`config.mk`:
```
export PLATFORM = sky130hd
export DESIGN_NAME = seq_edge_param_capture
export DESIGN_NICKNAME = d
export VERILOG_FILES = /design/src/rtl/seq_edge_param_capture_pkg.sv /design/src/rtl/seq_edge_detect.sv /design/src/rtl/seq_edge_param_capture.sv
export SDC_FILE = /design/constraint.sdc
export NUM_CORES = 1
export LEC_CHECK = 0
export ABC_CLOCK_PERIOD_IN_PS = 11400
export CAP_MARGIN = 20
export CORE_ASPECT_RATIO = 0.6
export CORE_MARGIN = 1.5
export CORE_UTILIZATION = 25
export DETAILED_ROUTE_END_ITERATION = 7
export GPL_TIMING_DRIVEN = 0
export REMOVE_ABC_BUFFERS = 1
export SLEW_MARGIN = 20
export SYNTH_ARGS = -nofsm -noshare
export SYNTH_HDL_FRONTEND = slang
export SYNTH_SLANG_ARGS = --single-unit
export TNS_END_PERCENT = 100
```
`constraint.sdc`:
```
create_clock -name clk -period 11.4 [get_ports clk]
set_input_delay 2.28 -clock clk [delete_from_list [all_inputs] [get_ports clk]]
set_output_delay 2.28 -clock clk [all_outputs]
set_load 0.02 [all_outputs]
```
`src/rtl/seq_edge_param_capture_pkg.sv`:
```
// -----------------------------------------------------------------------------
// seq_edge_param_capture_pkg
//   Shared edge-mode definitions for the edge capture block.
//   - mode encodings as seen on the 2-bit mode port
//   - edge_mode_e: the three edge kinds the detector understands
//   - decode_mode(): maps the raw port value to edge_mode_e (11 -> rising)
// -----------------------------------------------------------------------------
package seq_edge_param_capture_pkg;

  localparam logic [1:0] MODE_RISE = 2'b00;
  localparam logic [1:0] MODE_FALL = 2'b01;
  localparam logic [1:0] MODE_BOTH = 2'b10;

  typedef enum logic [1:0] {
    EDGE_RISE = 2'b00,
    EDGE_FALL = 2'b01,
    EDGE_BOTH = 2'b10
  } edge_mode_e;

  // The unused encoding 11 falls back to rising-edge detection.
  function automatic edge_mode_e decode_mode(input logic [1:0] mode_raw);
    case (mode_raw)
      MODE_FALL: return EDGE_FALL;
      MODE_BOTH: return EDGE_BOTH;
      default:   return EDGE_RISE;
    endcase
  endfunction

endpackage

```
`src/rtl/seq_edge_detect.sv`:
```
// -----------------------------------------------------------------------------
// seq_edge_detect
//   Holds the previous-sample register and produces per-bit edge flags
//   selected by mode in the same cycle.
// Ports:
//   clk      in   rising-edge clock
//   reset    in   asynchronous active-high reset (prev -> 0)
//   i_clear  in   synchronous clear (prev -> 0)
//   i_mode   in   [1:0] edge select (00 rise, 01 fall, 10 both, 11 rise)
//   i_in     in   [p_nbits-1:0] monitored vector
//   o_edge   out  [p_nbits-1:0] combinational edge flags for this cycle
// -----------------------------------------------------------------------------
module seq_edge_detect
  import seq_edge_param_capture_pkg::*;
#(
  parameter int p_nbits = 8
) (
  input  logic               clk,
  input  logic               reset,
  input  logic               i_clear,
  input  logic [1:0]         i_mode,
  input  logic [p_nbits-1:0] i_in,
  output logic [p_nbits-1:0] o_edge
);

  logic [p_nbits-1:0] r_prev;
  edge_mode_e         w_mode;

  // prev is forced to 0 by reset and clear, so the first sample afterwards
  // is compared against all-zeros and a high input reads as a rising edge.
  // NOTE: sequential state uses non-blocking (<=) so every register samples
  // the pre-edge values of its neighbours; blocking here would create
  // order-dependent simulation and a mismatch with synthesis.
  always_ff @(posedge clk or posedge reset) begin
    if (reset) begin
      r_prev <= '0;
    end else if (i_clear) begin
      r_prev <= '0;
    end else begin
      r_prev <= i_in;
    end
  end

  assign w_mode = decode_mode(i_mode);

  // NOTE: o_edge gets a default before the case so every path assigns it;
  // a missing assignment in combinational logic infers a latch.
  always_comb begin
    o_edge = ~r_prev & i_in;
    case (w_mode)
      EDGE_FALL: o_edge = r_prev & ~i_in;
      EDGE_BOTH: o_edge = r_prev ^ i_in;
      default:   o_edge = ~r_prev & i_in;
    endcase
  end

endmodule

```
`src/rtl/seq_edge_param_capture.sv`:
```
// -----------------------------------------------------------------------------
// seq_edge_param_capture
//   Sticky per-bit edge capture with read-and-clear, a saturating event
//   counter and a level interrupt.
// Ports:
//   clk      in   rising-edge clock
//   reset    in   asynchronous active-high reset of all state
//   clear    in   synchronous clear of capture state (wins over rd_en)
//   mode     in   [1:0] edge select (00 rise, 01 fall, 10 both, 11 rise)
//   in_      in   [p_nbits-1:0] monitored vector
//   rd_en    in   read-and-clear request
//   out      out  [p_nbits-1:0] cap | this cycle's edges (combinational)
//   rd_val   out  registered one-cycle strobe qualifying rd_data
//   rd_data  out  [p_nbits-1:0] snapshot of out from the rd_en cycle
//   count    out  [p_cnt_nbits-1:0] saturating count of edge events
//   irq      out  registered, high while the capture register is nonzero
// -----------------------------------------------------------------------------
module seq_edge_param_capture
  import seq_edge_param_capture_pkg::*;
#(
  parameter int p_nbits     = 8,
  parameter int p_cnt_nbits = 8
) (
  input  logic                   clk,
  input  logic                   reset,
  input  logic                   clear,
  input  logic [1:0]             mode,
  input  logic [p_nbits-1:0]     in_,
  input  logic                   rd_en,
  output logic [p_nbits-1:0]     out,
  output logic                   rd_val,
  output logic [p_nbits-1:0]     rd_data,
  output logic [p_cnt_nbits-1:0] count,
  output logic                   irq
);

  // Popcount of p_nbits bits needs clog2(p_nbits+1) bits; the sum is widened
  // by that much so the saturation compare never sees a wrapped value.
  localparam int POP_W = $clog2(p_nbits + 1);
  localparam int SUM_W = p_cnt_nbits + POP_W;
  localparam logic [SUM_W-1:0] CNT_MAX = {{POP_W{1'b0}}, {p_cnt_nbits{1'b1}}};

  logic [p_nbits-1:0]     r_cap;
  logic                   r_rd_val;
  logic [p_nbits-1:0]     r_rd_data;
  logic [p_cnt_nbits-1:0] r_count;
  logic                   r_irq;

  logic [p_nbits-1:0]     w_edge;
  logic [p_nbits-1:0]     w_out;
  logic [p_nbits-1:0]     w_cap_next;
  logic [POP_W-1:0]       w_pop;
  logic [SUM_W-1:0]       w_sum;
  logic [p_cnt_nbits-1:0] w_count_next;

  seq_edge_detect #(
    .p_nbits (p_nbits)
  ) u_edge_detect (
    .clk     (clk),
    .reset   (reset),
    .i_clear (clear),
    .i_mode  (mode),
    .i_in    (in_),
    .o_edge  (w_edge)
  );

  // Folding this cycle's edges into out is what makes a read lossless:
  // rd_data snapshots w_out, so edges arriving with rd_en are returned.
  assign w_out = r_cap | w_edge;

  // clear outranks rd_en; both empty the capture register.
  assign w_cap_next = (clear || rd_en) ? '0 : w_out;

  always_comb begin
    w_pop = '0;
    for (int i = 0; i < p_nbits; i++) begin
      w_pop = w_pop + POP_W'(w_edge[i]);
    end
  end

  assign w_sum        = {{POP_W{1'b0}}, r_count} + {{p_cnt_nbits{1'b0}}, w_pop};
  assign w_count_next = (w_sum > CNT_MAX) ? {p_cnt_nbits{1'b1}}
                                          : w_sum[p_cnt_nbits-1:0];

  always_ff @(posedge clk or posedge reset) begin
    if (reset) begin
      r_cap     <= '0;
      r_rd_val  <= 1'b0;
      r_rd_data <= '0;
      r_count   <= '0;
      r_irq     <= 1'b0;
    end else if (clear) begin
      // rd_data deliberately keeps the last read result across a clear.
      r_cap    <= '0;
      r_rd_val <= 1'b0;
      r_count  <= '0;
      r_irq    <= 1'b0;
    end else begin
      r_cap    <= w_cap_next;
      r_rd_val <= rd_en;
      if (rd_en) begin
        r_rd_data <= w_out;
      end
      r_count  <= w_count_next;
      r_irq    <= |w_cap_next;
    end
  end

  assign out     = w_out;
  assign rd_val  = r_rd_val;
  assign rd_data = r_rd_data;
  assign count   = r_count;
  assign irq     = r_irq;

endmodule

```
* Word-level counts from Yosys, hierarchy flattened
Cells that the tools add are included.
** Operators by class
- Reduce and logical (&&, ||, !) cells :: 3
- Order comparisons :: 1
- Bitwise operators :: 7
- Equal/unequal tests :: 4
- Add/subtract/negate cells :: 8
- Multiplexer cells :: 9
** Operators with widths (count)
- 8-bit 2-to-1 mux :: 5
- 4-bit by 1-bit adder with 4-bit output :: 4
- 8-bit bitwise AND :: 2
- 8-bit NOT :: 2
- 8-bit case mux with 2 select lines :: 1
- 8-bit by 4-bit adder with 9-bit output :: 1
- 9-bit by 8-bit > comparator with 1-bit output (second input constant) :: 1
- 8-bit bitwise OR :: 1
- 8-bit OR reduction :: 1
- 8-bit XOR :: 1
- 3-bit by 1-bit adder with 4-bit output :: 1
- 2-bit by 1-bit == test with 1-bit output (second input constant) :: 2
- 2-bit == test (second input constant) :: 2
- 2-bit case mux with 2 select lines :: 1
- 2-bit by 1-bit adder with 3-bit output :: 1
- 1-bit by 1-bit adder with 2-bit output :: 1
- 1-bit 2-to-1 mux :: 2
- 2-bit AND reduction :: 1
- 1-bit logical OR :: 1
- 1-bit NOT :: 1
** Storage, ports and cells
- Output and inout port bits :: 26
- Register bits after elaboration :: 34

* Longest topological paths before layout
- Word-level depth :: 15
- Depth in mapped cells :: 19
- Gate-level depth less buffers :: 18

* By module
A second synthesis with hierarchy kept.
** Unflattened totals
- Cells, all modules :: 221
- Area total of the unflattened synthesis :: 2024.4 sq um
** By module, submodules not included
- seq_edge_param_capture :: area an instance 1305.0 sq um, times used 1, cells each 133
- seq_edge_detect :: area an instance 719.4 sq um, times used 1, cells each 88

* Worst setup path after synthesis
OpenSTA, ideal clock, no wires.
- Path type :: input to register
- Start :: input port mode[0]
- End :: register r_count[3] (netlist: count[3])
- Slack :: 5414 ps
- Stages on the path :: 18
- Arrival :: 5850 ps
- Cells stage by stage :: inv_1 ha_1 buf_6 a21oi_1 a2bb2oi_2 fa_1 inv_1 fa_1 inv_1 fa_1 inv_1 fa_1 inv_1 fa_1 a21o_1 a21oi_1 nand2b_1 a21oi_1
** Between the ends
- Cells in the longest elaborated chain, start to end :: 15
- Elaborated cells between the ends (all ways) :: 17
** Ends and longest elaborated chain
- start: declaration :: line seq_edge_param_capture.sv:27 : input logic [1:0] mode,
- 2-bit == test or 2-bit by 1-bit == test with 1-bit output (tied branches) :: line seq_edge_param_capture_pkg.sv:22 : case (mode_raw)
- 2-bit case mux with 2 select lines (*) :: line seq_edge_param_capture_pkg.sv:22
- 2-bit == test or 2-bit by 1-bit == test with 1-bit output (tied branches) :: line seq_edge_detect.sv:50 : case (w_mode)
- 8-bit case mux with 2 select lines (*) :: line seq_edge_detect.sv:50
- 1-bit by 1-bit adder with 2-bit output :: line seq_edge_param_capture.sv:77 : w_pop = w_pop + POP_W'(w_edge[i]);
- 2-bit by 1-bit adder with 3-bit output :: line seq_edge_param_capture.sv:77
- 3-bit by 1-bit adder with 4-bit output :: line seq_edge_param_capture.sv:77
- 4-bit by 1-bit adder with 4-bit output (3 in a row) :: line seq_edge_param_capture.sv:77
- 4-bit by 1-bit adder with 4-bit output (*) :: line seq_edge_param_capture.sv:77
- 8-bit by 4-bit adder with 9-bit output (*) :: line seq_edge_param_capture.sv:81 : assign w_sum = {{POP_W{1'b0}}, r_count} + {{p_cnt_nbits{1'b0}}, w_pop};
- 9-bit by 8-bit > comparator with 1-bit output :: line seq_edge_param_capture.sv:82 : assign w_count_next = (w_sum > CNT_MAX) ? {p_cnt_nbits{1'b1}}
- 8-bit 2-to-1 mux (*) :: line seq_edge_param_capture.sv:82
- 8-bit 2-to-1 mux (*) :: line seq_edge_param_capture.sv:92 : end else if (clear) begin
- end signal: assignment :: line seq_edge_param_capture.sv:104 : r_count <= w_count_next;
- end: declaration :: line seq_edge_param_capture.sv:46 : logic [p_cnt_nbits-1:0] r_count;
Every way passes the cells marked *; elsewhere a longest branch is shown, timed or not.
A chain may end at the register's enable or synchronous reset.

* Worst setup path in the final report
- Start :: input port mode[0]
- End :: output port out[5]
** Between the ends
- Cells in the longest elaborated chain, start to end :: 5
- Elaborated cells between the ends (all ways) :: 7
** Ends and longest elaborated chain
- 2-bit == test or 2-bit by 1-bit == test with 1-bit output (tied branches) :: line seq_edge_param_capture_pkg.sv:22
- 2-bit case mux with 2 select lines (*) :: line seq_edge_param_capture_pkg.sv:22
- 2-bit == test or 2-bit by 1-bit == test with 1-bit output (tied branches) :: line seq_edge_detect.sv:50
- 8-bit case mux with 2 select lines (*) :: line seq_edge_detect.sv:50
- 8-bit bitwise OR (*) :: line seq_edge_param_capture.sv:69 : assign w_out = r_cap | w_edge;
- end: declaration :: line seq_edge_param_capture.sv:30 : output logic [p_nbits-1:0] out,
Marked as above.

==> flow_metrics.env <==
export IMPL_status="completed"
export IMPL_final_cell_mix="clkdlybuf4s50_1, inv_1, dfrtp_1, nor2_1, ha_1"
export IMPL_num_io_pins=40
export IMPL_grt_use_met3_pct=2.34
export IMPL_r2r_end="count[1]"
export IMPL_ys_types=30
export IMPL_htreeDepth=2
export IMPL_core_mm2=0.00785
export IMPL_rsz0062_at_grt="false"
export IMPL_setup_tns_ps=0
export IMPL_grt_util_met2_pct=17.0
export IMPL_ys_seq_area_share_pct=42.2
export IMPL_die_area_mm2=0.00864
export IMPL_cts_hold_buf=0
export IMPL_startpoint="mode[0]"
export IMPL_cts_tree="yes"
export IMPL_crit_buf_inv=5
export IMPL_grt_pass1_vias=1497
export IMPL_setup_viol=0
export IMPL_cts_buffer_depth=2
export IMPL_start_util_pct=25.7
export IMPL_critPathMaxFanout=9
export IMPL_synth_top_area_share_pct=42.2
export IMPL_crit_path_end_kind="primary output"
export IMPL_grt_max_degree=35
export IMPL_dp_cells=355
export IMPL_slowest_stage="clkdlybuf4s50_1"
export IMPL_drc=0
export IMPL_clk_pin_slew_ps=50
export IMPL_hp_class="reg -> reg"
export IMPL_synth_top_area_cell="dfrtp_1"
export IMPL_cts_resized=0
export IMPL_diodes=0
export IMPL_antenna_found_initial=0
export IMPL_syn_cell_area_mm2=0.00202
export IMPL_overflow=0
export IMPL_r2r_setup_slack_ps=7080
export IMPL_ff2ff_path_depth=16
export IMPL_post_layout_nonfiller_instances=363
export IMPL_clkSinkCount=34
export IMPL_fmax_ghz=0.145
export IMPL_fin_skew_ps=5.50
export IMPL_cp_required_ps=9120
export IMPL_routabilityCongestion=0.774
export IMPL_final_common_cell="clkdlybuf4s50_1"
export IMPL_worst_endpoint_arrival_ps=4610
export IMPL_synth_seq_cells=34
export IMPL_powerDensity_mw_per_mm2=180
export IMPL_die_x_um=119
export IMPL_hpwl_um=3310
export IMPL_grt_busiest_layer="met2"
export IMPL_worst_pin_slew_ps=742
export IMPL_nNetsFinal=297
export IMPL_path_cells="clkdlybuf4s50_1, inv_1, ha_1, inv_4, a2bb2oi_1, nor2_1, inv_1, clkdlybuf4s50_1"
export IMPL_vias=1497
export IMPL_finalCritPeriodShare_pct=60.4
export IMPL_relSlewSlack_pct=50.5
export IMPL_criticalPathCategory="in -> out"
export IMPL_post_cts_buffers=0
export IMPL_clk_insertion_delay_late_ps=270
export IMPL_ys_top_cells_by_area="dfrtp_1, ha_1, inv_1, nor2_1, fa_1"
export IMPL_portBuffers=39
export IMPL_final_antenna_net_count=0
export IMPL_die_h_um=72.6
export IMPL_timing_rr_start="u_edge_detect.r_prev[2]"
export IMPL_use_met1_pct=16.0
export IMPL_hold_violations=0
export IMPL_grt_first_pass_wirelength_um=7490
export IMPL_cpLargestDelayFamily="buffers and inverters"
export IMPL_critPathLaunchType="primary input"
export IMPL_p_leak_nw=1.30
export IMPL_cts_root_buf="clkbuf_16"
export IMPL_wl_per_cell_um=12.1
export IMPL_synth_cells=214
export IMPL_avgSynthCellArea_um2=9.43
export IMPL_cap_violations=0
export IMPL_drt_initial_drc_count=58
export IMPL_grt_util_all_layers_pct=11.1
export IMPL_cts_buffers=5
export IMPL_crit_cells=8
export IMPL_period_minus_slack_ps=6890
export IMPL_viasPerCell=4.12
export IMPL_firstDrtPassIters=4
export IMPL_critical_path_max_stage_delay_ps=600
export IMPL_rows=25
export IMPL_area_growth_syn_to_layout_pct=31.7
export IMPL_routed_wirelength_um=4400
export IMPL_drive_above_1_share_pct=5.49
export IMPL_cp_endpoint="out[5]"
export IMPL_slew_viol_final=0
export IMPL_ys_warn_count=0
export IMPL_vdd_drop_max_mv=0.0601
-- area by class of cell --
cell class | instances | area (µm²)
clock buffers | 7 | 143
clock inverters | 1 | 5.00
fillers | 803 | 5190
inverters | 39 | 149
multi-input cells | 135 | 985
flip-flops and latches | 34 | 851
well taps | 108 | 135
repair buffers | 39 | 390
-- kinds of logic (layout without fill, tap and decap cells) --
logic type,after synthesis,after routing,share of synthesized area (%)
AO/OA/AOI/OAI,38,38,12.7
XOR/XNOR,2,2,0.868
adder cells (fa/ha/maj),29,29,19.8
buffers and inverters,45,86,9.05
flip-flops,34,34,42.2
multiplexers,1,1,0.496
AND/OR/NAND/NOR,65,65,14.9
-- worst min-delay path by stage --
stage	from	to	slack, ps	cells after the start
floorplan	r_cap[1]	r_cap[1]	470	2
global placement	rd_data[7]	rd_data[7]	470	2
detailed placement	rd_data[6]	rd_data[6]	470	2
CTS	rd_data[6]	rd_data[6]	480	2
global route	rd_data[0]	rd_data[0]	500	2
finish	rd_data[6]	rd_data[6]	480	2
-- registers in the layout, summed over array words and instances, names as in the netlist --
name / flops
irq: 1
rd_data: 8
u_edge_detect.r_prev: 8
count: 8
rd_val: 1
r_cap: 8
-- synthesized netlist by cell type --
cell / instances
a21o_1: 1
a21oi_1: 14
a21oi_2: 1
a2bb2oi_1: 5
a2bb2oi_2: 2
a311oi_1: 1
a31oi_2: 1
a41oi_1: 1
and4_1: 2
buf_2: 3
buf_6: 1
clkbuf_1: 2
dfrtp_1: 34
fa_1: 5
ha_1: 24
inv_1: 38
inv_4: 1
mux2i_1: 1
nand2_1: 14
nand2b_1: 12
nand3_1: 2
nor2_1: 30
nor2b_1: 2
nor3_1: 1
nor4b_1: 1
o2111a_1: 1
o21ai_0: 11
or2_2: 1
xnor2_1: 1
xor2_1: 1
-- through the flow --
stage          hold WS (ps)  total power, mW  instance area (µm²)  util [%]  setup WS (ps)
2_1_floorplan           467            0.279                 1980         -           5380
3_3_place_gp            467            0.339                 2510      32.0           4420
3_5_place_dp            471            0.345                 2510      32.0           4390
4_1_cts                 484            0.486                 2660      33.8           4470
5_1_grt                 502            0.514                 2660      33.8           4320
6_report                479            0.479                 2660      33.8           4510
-- routing by layer --
layer / wire (µm) / share of wire, %
met5: 0 / 0
met4: 40 / 0.91
met3: 112 / 2.5
met1: 2380 / 54
met2: 1870 / 43
-- worst register-to-register path: stages (launching register included) --
cell	delay (ps)
dfrtp_1	380
ha_1	270
nand2b_1	160
a2bb2oi_2	210
fa_1	440
inv_1	110
fa_1	440
inv_1	80
fa_1	400
inv_1	80
fa_1	180
inv_1	50
fa_1	410
a21o_1	230
a21oi_1	400
nand2b_1	240
a21oi_1	90
-- report_power, final --
part | switching [mW] | leakage (nW) | total [mW] | internal, mW
registers | 0.00871 | 0.445 | 0.145 | 0.136
logic | 0.108 | 0.782 | 0.198 | 0.0899
clock network | 0.0493 | 0.0739 | 0.136 | 0.0866
total | 0.166 | 1.30 | 0.479 | 0.313
(Power assumes the default switching activity.)
